$ cat src/rtl/sync_down_counter.sv
// Loadable down-counter/timer with one-shot and auto-reload modes and a
// registered one-cycle terminal-count pulse.
module sync_down_counter #(
  parameter int unsigned WIDTH = 4
) (
  input  logic             clk,
  input  logic             rst,
  input  logic             load,
  input  logic [WIDTH-1:0] load_val,
  input  logic             en,
  input  logic             auto_reload,
  output logic [WIDTH-1:0] q,
  output logic             busy,
  output logic             tc,
  output logic             zero
);

  typedef enum logic {
    IDLE = 1'b0,
    RUN  = 1'b1
  } state_t;

  state_t           state_q, state_d;
  logic [WIDTH-1:0] cnt_q, cnt_d;
  logic [WIDTH-1:0] reload_q, reload_d;
  logic             tc_q, tc_d;
  logic             at_one;

  assign at_one = (cnt_q == WIDTH'(1));

  always_comb begin
    state_d  = state_q;
    cnt_d    = cnt_q;
    reload_d = reload_q;
    tc_d     = 1'b0;
    if (load) begin
      cnt_d    = load_val;
      reload_d = load_val;
      state_d  = (load_val != '0) ? RUN : IDLE;
    end else if (state_q == RUN && en) begin
      if (at_one) begin
        tc_d = 1'b1;
        // Auto-reload wraps 1 -> reload value without ever showing 0.
        if (auto_reload) begin
          cnt_d = reload_q;
        end else begin
          cnt_d   = '0;
          state_d = IDLE;
        end
      end else begin
        cnt_d = cnt_q - WIDTH'(1);
      end
    end
  end

  always_ff @(posedge clk or posedge rst) begin
    if (rst) begin
      state_q  <= IDLE;
      cnt_q    <= '0;
      reload_q <= '0;
      tc_q     <= 1'b0;
    end else begin
      state_q  <= state_d;
      cnt_q    <= cnt_d;
      reload_q <= reload_d;
      tc_q     <= tc_d;
    end
  end

  assign q    = cnt_q;
  assign busy = (state_q == RUN);
  assign tc   = tc_q;
  assign zero = (cnt_q == '0);

endmodule

$ cat config.mk
export PLATFORM = sky130hd
export DESIGN_NAME = sync_down_counter
export DESIGN_NICKNAME = d
export VERILOG_FILES = /design/src/rtl/sync_down_counter.sv
export SDC_FILE = /design/constraint.sdc
export NUM_CORES = 1
export LEC_CHECK = 0
export CAP_MARGIN = 0
export CELL_PAD_IN_SITES_DETAIL_PLACEMENT = 1
export CELL_PAD_IN_SITES_GLOBAL_PLACEMENT = 2
export CORE_MARGIN = 2
export CORE_UTILIZATION = 26
export DETAILED_ROUTE_END_ITERATION = 12
export HOLD_SLACK_MARGIN = 0.06
export PLACE_DENSITY_LB_ADDON = 0.12
export SLEW_MARGIN = 20
export SYNTH_ARGS = -nofsm -noshare
export SYNTH_HDL_FRONTEND = slang
export SYNTH_SLANG_ARGS = --single-unit
export TNS_END_PERCENT = 1
$ cat constraint.sdc
create_clock -name clk -period 1.4 [get_ports clk]
set_input_delay 0.28 -clock clk [delete_from_list [all_inputs] [get_ports clk]]
set_output_delay 0.28 -clock clk [all_outputs]
set_load 0.05 [all_outputs]
==> impl_metrics.yaml, run 1 <==
detailed_routing:
  post-route-drc-count: 0
  first_pass_iters: 2
  drt-vias-per-instance: 4.92
  ant_nets: 0
  wirelength_um: 1710
  vias: 595
  drt_first_iter_violations: 4
  post_drt_wl_per_cell_um: 14.1
worst_setup_path:
  cp-start-kind: "flop"
  endpoint_kind: "primary output"
  cp.required_ps: 1120
  crit_arrival_ps: 1330
  worstSetupPathType: "flop to primary output"
  crit_path_max_fanout: 2
logic_synthesis:
  syn_inst: 57
  synth_seq_area_share: 0.410
  synth_cell_types: 28
  syn_nets: 69
  ys_ff_latch: 10
  syn_avg_cell_area_um2: 10.7
  synth_area_um2: 611
  ys.warnings.count: 0
place:
  io_buffers: 15
  finalWeightedCongestion: 0.713
  dpl_cell_area_um2: 1010
  dpl.hpwl_um: 1390
clocking:
  htreeDepth: 1
  clkLatencyLatePin_ps: 270
  clkTransAtPathRegs_ps: 80
  cts_made_buffers: 3
  cts_tree: "built"
  cts_buffer_depth: 2
  cts.sinks: 10
  hold_buffers: 0
  cts_root_buffer: "clkbuf_4"
layout:
  fin_nets: 106
  final_cell_mix: "buf_4 (18), dfrtp_1 (8), clkdlybuf4s50_1 (8)"
  antennaDiodeCount: 0
  final_area_um2: 1080
  mostFrequentLayoutCell: "buf_4"
  final_util: 0.490
  area_growth_pct: 77.5
  drive_above_1_share: 0.484
floorplan:
  rows: 17
  design.die.area_um2: 2750
  pin_count: 16
  die_y_um: 52.5
  die_x_um: 52.5
  coreArea_um2: 2210
  start_util: 0.276
power_and_ir_drop:
  p_per_area_nw_per_um2: 1020
  vdd_ir_drop_max_v: 0.000513
  p_leak_nw: 0.462
  power_mw: 1.10
sta:
  clock.fmax_mhz: 621
  hold_viol: 0
  tightestPinTransition_ps: 405
  maxSlewViolCount: 0
  relSlewSlack: 0.730
  fin_crit_ps: 1610
  rsz0062_at_grt: "true"
  setup_violations: 5
  fin_crit_sh: 1.15
  finClkSkew_ps: 6.65
  timing.hold.ws_ps: 292
  worst_slack_ps: -210
flow_run:
  drv_cap: 0
global_route:
  grt-ovfl-total: 0
  antenna_found_initial: 0
  grt.total_usage: 0.153
  grt_pass1_vias: 664
  grt_max_degree: 11
  grt_pass1_wl_um: 2970
run_status:
  violations: "setup timing"
  status: "complete, but fails checks"
hold_path:
  hold_class: "input port to async pin"
==> cell families after synthesis <==
group,share of synthesized area
adders and majority gates,0.0615
DFF,0.410
buffers and inverters,0.0410
AOI/OAI and AO/OA,0.217
muxes,0.0799
and+or+nand+nor,0.191
==> Yosys cell counts <==
master / number / area share
dfrtp_1: 10 / 0.41
inv_1: 4 / 0.025
nand2_1: 4 / 0.025
a22oi_1: 3 / 0.037
ha_1: 3 / 0.061
mux2_2: 3 / 0.055
nor2b_1: 3 / 0.031
o21ai_1: 3 / 0.025
buf_2: 2 / 0.016
nand2b_1: 2 / 0.020
nor3_1: 2 / 0.016
o41ai_1: 2 / 0.029
a2111o_1: 1 / 0.018
a21oi_1: 1 / 0.0082
a221oi_1: 1 / 0.014
a31oi_1: 1 / 0.010
and2_1: 1 / 0.010
and4b_1: 1 / 0.016
mux2_4: 1 / 0.025
nand3_1: 1 / 0.0082
nor2_1: 1 / 0.0061
nor3b_1: 1 / 0.012
nor3b_4: 1 / 0.031
o311ai_1: 1 / 0.014
o31a_1: 1 / 0.014
o31ai_1: 1 / 0.012
o31ai_4: 1 / 0.035
or3b_1: 1 / 0.014
==> report_power, final <==
group / total (mW) / internal, mW / switching, mW
sequential: 0.356 / 0.319 / 0.0370
combinational: 0.481 / 0.261 / 0.220
clock: 0.266 / 0.158 / 0.108
==> final timing paths <==
check	startpoint	endpoint	slack [ps]	depth (start not counted)
worst max-delay path	q[1]	zero	-210	5
worst min-delay path	rst	reload_q[3]	290	2
worst max register to register	q[1]	q[1]	-190	6
worst min register to register	reload_q[3]	reload_q[3]	520	1
max in group asynchronous	rst	q[0]	800	2
min in group clk	reload_q[3]	reload_q[3]	520	1
==> flip-flops by register name, summed over array words and instances (netlist names) <==
register and flops:
tc 1, busy 1, reload_q 4, q 4
==> timing repair <==
item                                    4_1_cts  5_1_grt
endpoints found under the setup margin        2        8
resized for setup                             6        0
pin swaps                                     1        0
setup buffers                                 2        0
==> worst max-delay path: stages (launching register included) <==
cell	delay [ps]
dfrtp_2	420
inv_2	70
buf_6	100
ha_4	110
nor3b_4	210
buf_12	160
==> routing by layer <==
metal,GRT usage,share of wire
met5,0,0
met4,0.0769,0.012
met1,0.183,0.45
met2,0.260,0.51
met3,0.0257,0.029
==> through the flow <==
step / std cells / setup WS, ps / TNS [ps]
detailed placement: 115 / -174 / -794
global placement: 115 / -111 / -640
floorplan: 57 / -179 / -574
global route: 121 / -268 / -1090
finish: 121 / -210 / -559
CTS: 121 / -223 / -598
==> final cells by class <==
class                   instances  area (µm²)
well taps                      28        35.0
multi-input cells              41         378
flip-flops and latches         10         253
clock buffers                   4        36.3
inverters                       4        15.0
repair buffers                 34         367
fillers                       257        1130
Note: power is estimated with default switching activity, not from simulation.
==> run 2: changes to the inputs <==
Settings changed: CAP_MARGIN 0 to 25, SLEW_MARGIN 20 to default.
==> results of run 2 <==
Final layout, timing and power as in run 1 (identical DEF).
